**src/rtl/id_operand_stage_pkg.sv**
```systemverilog
// Shared CPU defines for the ID operand stage: forward-select encoding and the
// per-operand hold-register state.
package id_operand_stage_pkg;

    localparam logic [2:0] FWD_RF   = 3'b000;
    localparam logic [2:0] FWD_EXE  = 3'b001;
    localparam logic [2:0] FWD_MEM  = 3'b010;
    localparam logic [2:0] FWD_MEM2 = 3'b011;
    localparam logic [2:0] FWD_WB   = 3'b100;

    localparam int NUM_OPS = 2;

    typedef enum logic {
        HOLD_EMPTY = 1'b0,
        HOLD_HELD  = 1'b1
    } hold_state_t;

    function automatic logic fwd_legal(input logic [2:0] sel);
        return sel <= FWD_WB;
    endfunction

endpackage

```
**src/rtl/id_operand_stage_hold_slot.sv**
```systemverilog
// One operand lane: forward mux, capture register that freezes a forwarded value
// across stalls, and the per-operand ready term.
module operand_hold_slot
    import id_operand_stage_pkg::*;
#(
    parameter int DATA_W = 32
) (
    input  logic              clk,
    input  logic              rst,
    input  logic [2:0]        fwd,
    input  logic              uses,
    input  logic [DATA_W-1:0] rf_data,
    input  logic [DATA_W-1:0] exe_result,
    input  logic [DATA_W-1:0] mem_result,
    input  logic [DATA_W-1:0] mem2_result,
    input  logic [DATA_W-1:0] wb_result,
    input  logic              exe_valid,
    input  logic              mem_valid,
    input  logic              mem2_valid,
    input  logic              capture,
    input  logic              clear,
    output logic [DATA_W-1:0] data,
    output logic              ok
);

    hold_state_t       state, state_nxt;
    logic [DATA_W-1:0] src;
    logic              src_valid;
    logic [DATA_W-1:0] held_val;
    logic              held;

    // Illegal selects fall back to the register file.
    always_comb begin
        src       = rf_data;
        src_valid = 1'b1;
        case (fwd)
            FWD_EXE:  begin src = exe_result;  src_valid = exe_valid;  end
            FWD_MEM:  begin src = mem_result;  src_valid = mem_valid;  end
            FWD_MEM2: begin src = mem2_result; src_valid = mem2_valid; end
            FWD_WB:   begin src = wb_result;   src_valid = 1'b1;       end
            default:  begin src = rf_data;     src_valid = 1'b1;       end
        endcase
    end

    always_ff @(posedge clk) begin
        if (rst) state <= HOLD_EMPTY;
        else     state <= state_nxt;
    end

    always_comb begin
        state_nxt = state;
        case (state)
            HOLD_EMPTY: if (capture && src_valid) state_nxt = HOLD_HELD;
            HOLD_HELD:  if (clear)                state_nxt = HOLD_EMPTY;
            default:                              state_nxt = HOLD_EMPTY;
        endcase
    end

    always_comb begin
        held = (state == HOLD_HELD);
        data = held ? held_val : src;
        ok   = !uses || held || src_valid;
    end

    // Value only loads on the EMPTY->HELD transition, so it stays frozen while HELD.
    always_ff @(posedge clk) begin
        if (rst)
            held_val <= '0;
        else if (state == HOLD_EMPTY && capture && src_valid)
            held_val <= src;
    end

endmodule

```
**src/rtl/id_operand_stage.sv**
```systemverilog
// ID operand resolution: per-operand forward/hold slots, ID stall generation and
// the ID/EXE pipeline register.
module id_operand_stage
    import id_operand_stage_pkg::*;
#(
    parameter int DATA_W = 32,
    parameter int REG_W  = 5
) (
    input  logic              clk,
    input  logic              rst,
    input  logic              ID_Valid,
    input  logic              ID_UsesRs,
    input  logic              ID_UsesRt,
    input  logic [2:0]        ID_ForwardA,
    input  logic [2:0]        ID_ForwardB,
    input  logic [DATA_W-1:0] RF_RsData,
    input  logic [DATA_W-1:0] RF_RtData,
    input  logic [DATA_W-1:0] EXE_Result,
    input  logic [DATA_W-1:0] MEM_Result,
    input  logic [DATA_W-1:0] MEM2_Result,
    input  logic [DATA_W-1:0] WB_Result,
    input  logic              EXE_ResultValid,
    input  logic              MEM_ResultValid,
    input  logic              MEM2_ResultValid,
    input  logic              ID_Flush,
    input  logic              EXE_Stall,
    output logic [DATA_W-1:0] ID_RsData,
    output logic [DATA_W-1:0] ID_RtData,
    output logic              ID_Stall,
    output logic              EXE_Valid,
    output logic [DATA_W-1:0] EXE_RsData,
    output logic [DATA_W-1:0] EXE_RtData
);

    if (DATA_W < 1 || REG_W < 1) begin : g_bad_param
        $error("id_operand_stage: DATA_W and REG_W must be positive");
    end

    // Lane 0 is rs (ForwardA), lane 1 is rt (ForwardB).
    logic [NUM_OPS-1:0][2:0]        fwd;
    logic [NUM_OPS-1:0]             uses;
    logic [NUM_OPS-1:0][DATA_W-1:0] rf;
    logic [NUM_OPS-1:0][DATA_W-1:0] opnd;
    logic [NUM_OPS-1:0]             ok;
    logic                           ready, advance, capture, clear;

    assign fwd  = {ID_ForwardB, ID_ForwardA};
    assign uses = {ID_UsesRt, ID_UsesRs};
    assign rf   = {RF_RtData, RF_RsData};

    assign ready    = ID_Valid && (&ok);
    assign advance  = ready && !EXE_Stall && !ID_Flush;
    assign ID_Stall = ID_Valid && !ID_Flush && !advance;
    assign capture  = ID_Valid && !advance && !ID_Flush;
    assign clear    = advance || ID_Flush;

    for (genvar i = 0; i < NUM_OPS; i++) begin : g_slot
        operand_hold_slot #(.DATA_W(DATA_W)) u_slot (
            .clk         (clk),
            .rst         (rst),
            .fwd         (fwd[i]),
            .uses        (uses[i]),
            .rf_data     (rf[i]),
            .exe_result  (EXE_Result),
            .mem_result  (MEM_Result),
            .mem2_result (MEM2_Result),
            .wb_result   (WB_Result),
            .exe_valid   (EXE_ResultValid),
            .mem_valid   (MEM_ResultValid),
            .mem2_valid  (MEM2_ResultValid),
            .capture     (capture),
            .clear       (clear),
            .data        (opnd[i]),
            .ok          (ok[i])
        );
    end

    assign ID_RsData = opnd[0];
    assign ID_RtData = opnd[1];

    // EXE_Stall freezes the register even across an ID flush; the flush only kills ID.
    always_ff @(posedge clk) begin
        if (rst) begin
            EXE_Valid  <= 1'b0;
            EXE_RsData <= '0;
            EXE_RtData <= '0;
        end else if (!EXE_Stall) begin
            EXE_Valid <= advance;
            if (advance) begin
                EXE_RsData <= opnd[0];
                EXE_RtData <= opnd[1];
            end
        end
    end

    a_fwd_legal: assert property (@(posedge clk) disable iff (rst)
        ID_Valid |-> (fwd_legal(ID_ForwardA) && fwd_legal(ID_ForwardB)))
        else $error("id_operand_stage: illegal forward select A=%b B=%b",
                    ID_ForwardA, ID_ForwardB);

endmodule

```
**config.mk**
```make
export PLATFORM = sky130hd
export DESIGN_NAME = id_operand_stage
export DESIGN_NICKNAME = d
export VERILOG_FILES = /design/src/rtl/id_operand_stage_pkg.sv /design/src/rtl/id_operand_stage_hold_slot.sv /design/src/rtl/id_operand_stage.sv
export SDC_FILE = /design/constraint.sdc
export NUM_CORES = 1
export LEC_CHECK = 0
export BUFFER_PORTS_ARGS = -buffer_cell sky130_fd_sc_hd__buf_2
export CORE_ASPECT_RATIO = 1.2
export CORE_MARGIN = 3
export CORE_UTILIZATION = 46
export CTS_BUF_LIST = sky130_fd_sc_hd__clkbuf_2
export DETAILED_ROUTE_END_ITERATION = 8
export PLACE_DENSITY = 0.79
export SYNTH_ARGS = -nofsm -noshare
export SYNTH_HDL_FRONTEND = slang
export SYNTH_SLANG_ARGS = --single-unit
export TNS_END_PERCENT = 10
```
**constraint.sdc**
```tcl
create_clock -name clk -period 2.2 [get_ports clk]
set_input_delay 0.11 -clock clk [delete_from_list [all_inputs] [get_ports clk]]
set_output_delay 0.11 -clock clk [all_outputs]
set_load 0.1 [all_outputs]
```
# ---- Word level (Yosys, flattened, before mapping)
# Cells that the tools add are included.
dict set report word_totals {
  input_bits 208
  elab_cells 54
  reg_bits 131
  out_inout_bits 130
}
dict set report classes {
  mux 11
  bitwise_logic 3
  reduce_logical 25
  eq_ne 8
}
# cell count
set op_table {}
lappend op_table {{one-hot mux 32 bit (4 select lines)} 2}
lappend op_table {{two-way mux 32 bit} 2}
lappend op_table {{logical AND 1 bit} 13}
lappend op_table {{== test 3 x 2 -> 1 bit, second input constant} 4}
lappend op_table {{== test 3 x 1 -> 1 bit, second input constant} 2}
lappend op_table {{== test 3 bit, second input constant} 2}
lappend op_table {{one-hot mux 1 bit (3 select lines)} 2}
lappend op_table {{logical NOT 1 bit} 5}
lappend op_table {{logical OR 1 bit} 5}
lappend op_table {{one-hot mux 1 bit (2 select lines)} 2}
lappend op_table {{AND reduction 2 bit} 2}
lappend op_table {{two-way mux 1 bit} 3}
lappend op_table {{NOT 1 bit} 3}

# ---- Logic depth before layout (Yosys ltp)
dict set report logic_depth {
  word_depth 13
  depth_mapped 9
  depth_no_buf 5
}

# ---- Cells and area by module
# A second synthesis with hierarchy kept.
dict set report hier_totals {
  cells_unflattened 1138
  area_unflattened_um2 9535.4
}
# mod n_inst area_each_um2 cells_per_inst seq_area_each_um2
set by_module_without_submodules {}
lappend by_module_without_submodules {operand_hold_slot 2 3276.9 387 660.6}
lappend by_module_without_submodules {id_operand_stage 1 2981.6 364 1301.2}

# ---- Least setup slack after synthesis
# No wires, ideal clock.
dict set report synth_timing {
  path_kind {input -> register}
  from {input port ID_ForwardB[1]}
  to {register EXE_RtData[10]}
  t_required_ps 2121
  path_buffers 4
  t_arrival_ps 4565
  slack_ps -2444
  setup_ps 79
  path_stages 8
  path_cell_list {buf_4 buf_2 buf_2 buf_1 a211oi_1 o41ai_1 mux2i_1 nor2_1}
}
dict set report synth_between {
  elab_cells_between_ends 13
  classes_between {4 x eq/ne; 3 x mux; 6 x reduce/logical}
}
# element line
set synth_lines {}
lappend synth_lines {{start: declaration} id_operand_stage.sv:15} ;# input logic [2:0] ID_ForwardB,
lappend synth_lines {{== test 3 bit, or another cell as far along} id_operand_stage_hold_slot.sv:36} ;# case (fwd)
lappend synth_lines {{one-hot mux 32 bit (4 select lines) (*)} id_operand_stage_hold_slot.sv:36}
lappend synth_lines {{two-way mux 32 bit (*)} id_operand_stage_hold_slot.sv:61} ;# data = held ? held_val : src;
lappend synth_lines {{named net ID_RtData[10]} id_operand_stage.sv:28} ;# output logic [DATA_W-1:0] ID_RtData,
lappend synth_lines {{end signal: assignment} id_operand_stage.sv:91} ;# EXE_RtData <= opnd[1];
lappend synth_lines {{end: declaration} id_operand_stage.sv:32} ;# output logic [DATA_W-1:0] EXE_RtData
# Mark *: on every way through the listed nets, which the timed path passes. The rest lies on a longest branch.
# A chain may end at the register's enable or synchronous reset.

# ---- Worst setup path after layout
dict set report layout_timing {
  from {register g_slot[1].u_slot.state}
  to {register EXE_RsData[20]}
}
dict set report layout_between {
  elab_chain_cells 7
}
# element line
set layout_lines {}
lappend layout_lines {{start: declaration} id_operand_stage_hold_slot.sv:26} ;# hold_state_t state, state_nxt;
lappend layout_lines {{start signal: assignment} id_operand_stage_hold_slot.sv:47} ;# else state <= state_nxt;
lappend layout_lines {{logical OR 1 bit (2 in series)} id_operand_stage_hold_slot.sv:62} ;# ok = !uses || held || src_valid;
lappend layout_lines {{AND reduction 2 bit} id_operand_stage.sv:51} ;# assign ready = ID_Valid && (&ok);
lappend layout_lines {{logical AND 1 bit} id_operand_stage.sv:51}
lappend layout_lines {{logical AND 1 bit (2 in series)} id_operand_stage.sv:52} ;# assign advance = ready && !EXE_Stall && !ID_Flush;
lappend layout_lines {{AND reduction 2 bit (no line)} -}
lappend layout_lines {{end signal: assignment} id_operand_stage.sv:90} ;# EXE_RsData <= opnd[0];
lappend layout_lines {{end: declaration} id_operand_stage.sv:31} ;# output logic [DATA_W-1:0] EXE_RsData,
# Every way passes these cells.

==> results.yml <==
placement:
  dp_hpwl_mm: 28.5
  io_buffers: 337
  dp_worst_setup_slack_ps: 120
  dp_cells: 1639
  gp_congestion: 0.955
  placed_area_sq_mm: 0.0123
route:
  avgViaCountPerCell: 6.33
  firstDrtPassIters: 7
  vias: 11700
  wl_per_cell_microns: 23.6
  drc_errors: 0
  final_antenna_net_count: 0
  routed_wl_mm: 43.4
  drt-initial-drc-count: 1494
worst_setup_path:
  r2r-start: "g_slot[1].u_slot.held$_SDFF_PP0_"
  cp_max_fo: 30
  endpoint: "EXE_RsData[20]$_SDFFE_PP0P_"
  r2r_cells: 6
  r2r-end: "EXE_RsData[20]$_SDFFE_PP0P_"
  worstSetupStartpointType: "flop"
  r2r_slack_ps: -30
  path_class: "reg -> reg"
  required_ps: 2870
  cp-startpoint: "g_slot[1].u_slot.held$_SDFF_PP0_"
  cp-end-kind: "flop"
  worstPathArrival_ps: 2900
grt:
  grt_max_degree: 102
  grt_pass1_wl_mm: 64.3
  gr-total-overflow: 0
  antenna_found_initial: 16
  grt_usage_pct: 39.1
  grt_pass1_vias: 11600
power:
  p_leak_nw: 5.69
  p_per_area_mw_per_mm2: 616
  finalPower_mw: 8.82
  ir_drop_mv: 0.372
status:
  violations: "negative setup slack"
  status: "finished with violations"
floorplanning:
  io_pins: 338
  core_region_area_sq_mm: 0.0184
  die_h_microns: 157
  fp.dieW_microns: 131
  dieArea_sq_mm: 0.0206
  start_util_pct: 47.2
  rows: 54
sta:
  tns_ps: -29.1
  min_period_ps: 2230
  clock_skew_ps: 31.7
  fmax_mhz: 449
  slew_viol_final: 0
  period_share_pct: 101
  relSlewSlack_pct: 36.0
  worst_pin_slew_ps: 955
  rsz0062_at_grt: "true"
  fin_ws_ps: -29.1
  hold_viol_final: 0
  setup_viol: 1
clock_tree:
  clkLatencyLatePin_ps: 710
  cts_tree: "yes"
  htreeDepth: 4
  numCtsBuffers: 17
  clock_sinks: 131
  clk_pin_slew_ps: 220
  cts-root-buf: "clkbuf_2"
  clockBufferDepth: 2
logic_synthesis:
  syn_inst: 1115
  avgSynthCellArea_sq_um: 7.79
  ys_types: 49
  yosysTopAreaCell: "dfxtp_1"
  synthFlopType: "dfxtp_1"
  synth_top_family_by_area: "compound AO/OA/AOI/OAI gates"
  synthSimpleGateAreaFrac_pct: 21.0
  synth_seq_area_share_pct: 30.2
  ys_top_cells_by_count: "131 x dfxtp_1, 101 x a21oi_1, 101 x nor2_1"
  syn_nets: 1323
  yosysWarnings: 0
  synth_compound_area_share_pct: 33.0
  synth_edf_count: 0
  yosysTopAreaCellShare_pct: 30.2
  synth_adder_area_share_pct: 0
  netlist_area_sq_mm: 0.00868
  ys_ff_latch: 131
  synth_area_leaders: "dfxtp_1 30%, mux2i_1 7.7%, a21oi_1 5.8%"
  synth.area.mux_share_pct: 9.67
  synthMostInstantiatedCell: "dfxtp_1"
  synthXorXnorAreaFrac_pct: 0.101
  async_flop_share_pct: 0
run:
  maxCapViolCount: 0
cells_and_area:
  num-fill-cells: 1273
  nets: 1772
  final_area_sq_mm: 0.0143
  regArea_sq_mm: 0.00263
  multi_input_area_sq_mm: 0.00621
  drive_gt1_share_pct: 36.2
  syn_to_final_growth_pct: 64.8
  layout.cells.non_filler: 1840
hold_path:
  hold_class: "in -> reg"
[worst min path at each step]
stage / from / end / cells after the start
floorplan: ID_Flush / g_slot[0].u_slot.held$_SDFF_PP0_ / 1
global placement: ID_Flush / g_slot[1].u_slot.held$_SDFF_PP0_ / 2
detailed placement: ID_Flush / g_slot[1].u_slot.held$_SDFF_PP0_ / 2
CTS: MEM2_Result[15] / g_slot[1].u_slot.held_val[15]$_SDFFE_PP0P_ / 5
global route: ID_UsesRt / g_slot[0].u_slot.held_val[5]$_SDFFE_PP0P_ / 5
finish: MEM_Result[6] / g_slot[0].u_slot.held_val[6]$_SDFFE_PP0P_ / 5
[logic make-up (layout without fill, tap and decap cells)]
| kind of cell | Yosys count | count (layout) |
|---|---|---|
| AO/OA/AOI/OAI | 426 | 427 |
| XOR/XNOR | 1 | 1 |
| buffers and inverters | 124 | 584 |
| flip-flops | 131 | 131 |
| multiplexers | 82 | 82 |
| other | 0 | 12 |
| AND/OR/NAND/NOR | 351 | 351 |
[worst max-delay path, cell delays in order (launching register included)]
cell           delay (ps)
dfxtp_4               530
nand2b_2              260
o211a_4               270
buf_16                210
nor2_1                 60
a311oi_1              260
dlygate4sd3_1         600
[state kept, by name, summed over array words and instances (netlist names)]
| register | count |
|---|---|
| g_slot.u_slot.held_val | 64 |
| g_slot.u_slot.held | 2 |
| EXE_RtData | 32 |
| EXE_RsData | 32 |
| EXE_Valid | 1 |
[routing by layer]
metal,global-route usage (%),wire length [microns]
met1,43.9,15000
met2,66.3,20700
met3,10.5,4670
met4,24.4,2960
met5,0,42
[power by group]
group | internal (mW) | switching (mW) | leakage, nW
Combinational | 1.66 | 2.96 | 4.49
Sequential | 2.49 | 0.0685 | 1.07
Clock | 0.619 | 1.02 | 0.134
[cell usage in the layout, fill, tap and decap left out, types with 20 or more instances in the layout]
cell           instances
a31oi_1               22
nand2_1               80
or3b_2                37
o21ai_0               91
nor3_1                33
nor2_1               100
o22ai_1               20
nor2b_1               37
dlygate4sd3_1        141
dfxtp_1              129
o21ba_2               23
nand2b_1              36
mux2i_1               67
buf_12                73
buf_2                270
buf_4                 52
o211ai_1              32
a21oi_1               92
[layout make-up]
| class | instances | area share [%] |
|---|---|---|
| Timing Repair Buffer | 548 | 33.9 |
| Sequential cell | 131 | 18.4 |
| Inverter | 5 | 0.131 |
| Tap cell | 252 | 2.20 |
| Antenna cell | 12 | 0.210 |
| Clock buffer | 17 | 0.595 |
| Clock inverter | 14 | 1.14 |
| Multi-Input combinational cell | 861 | 43.4 |
[stage by stage]
stage / utilization (%) / hold slack (ps)
final: 77.9 / 67.6
after global routing: 77.8 / 32.7
after CTS: 76.5 / 0.990
after detailed placement: 66.8 / 305
after global placement: 66.8 / 306
after floorplan: - / 200
[what timing repair did]
| item | 4_1_cts | 5_1_grt |
|---|---|---|
| buffers inserted | 6 | 7 |
| hold buffers | 141 | 0 |
| pin swaps | 9 | 15 |
| hold endpoints to repair | 116 | 0 |
| setup endpoints to repair | 49 | 45 |
| resized for setup | 18 | 17 |
| gates cloned | 1 | 4 |
(Power assumes the default switching activity.)
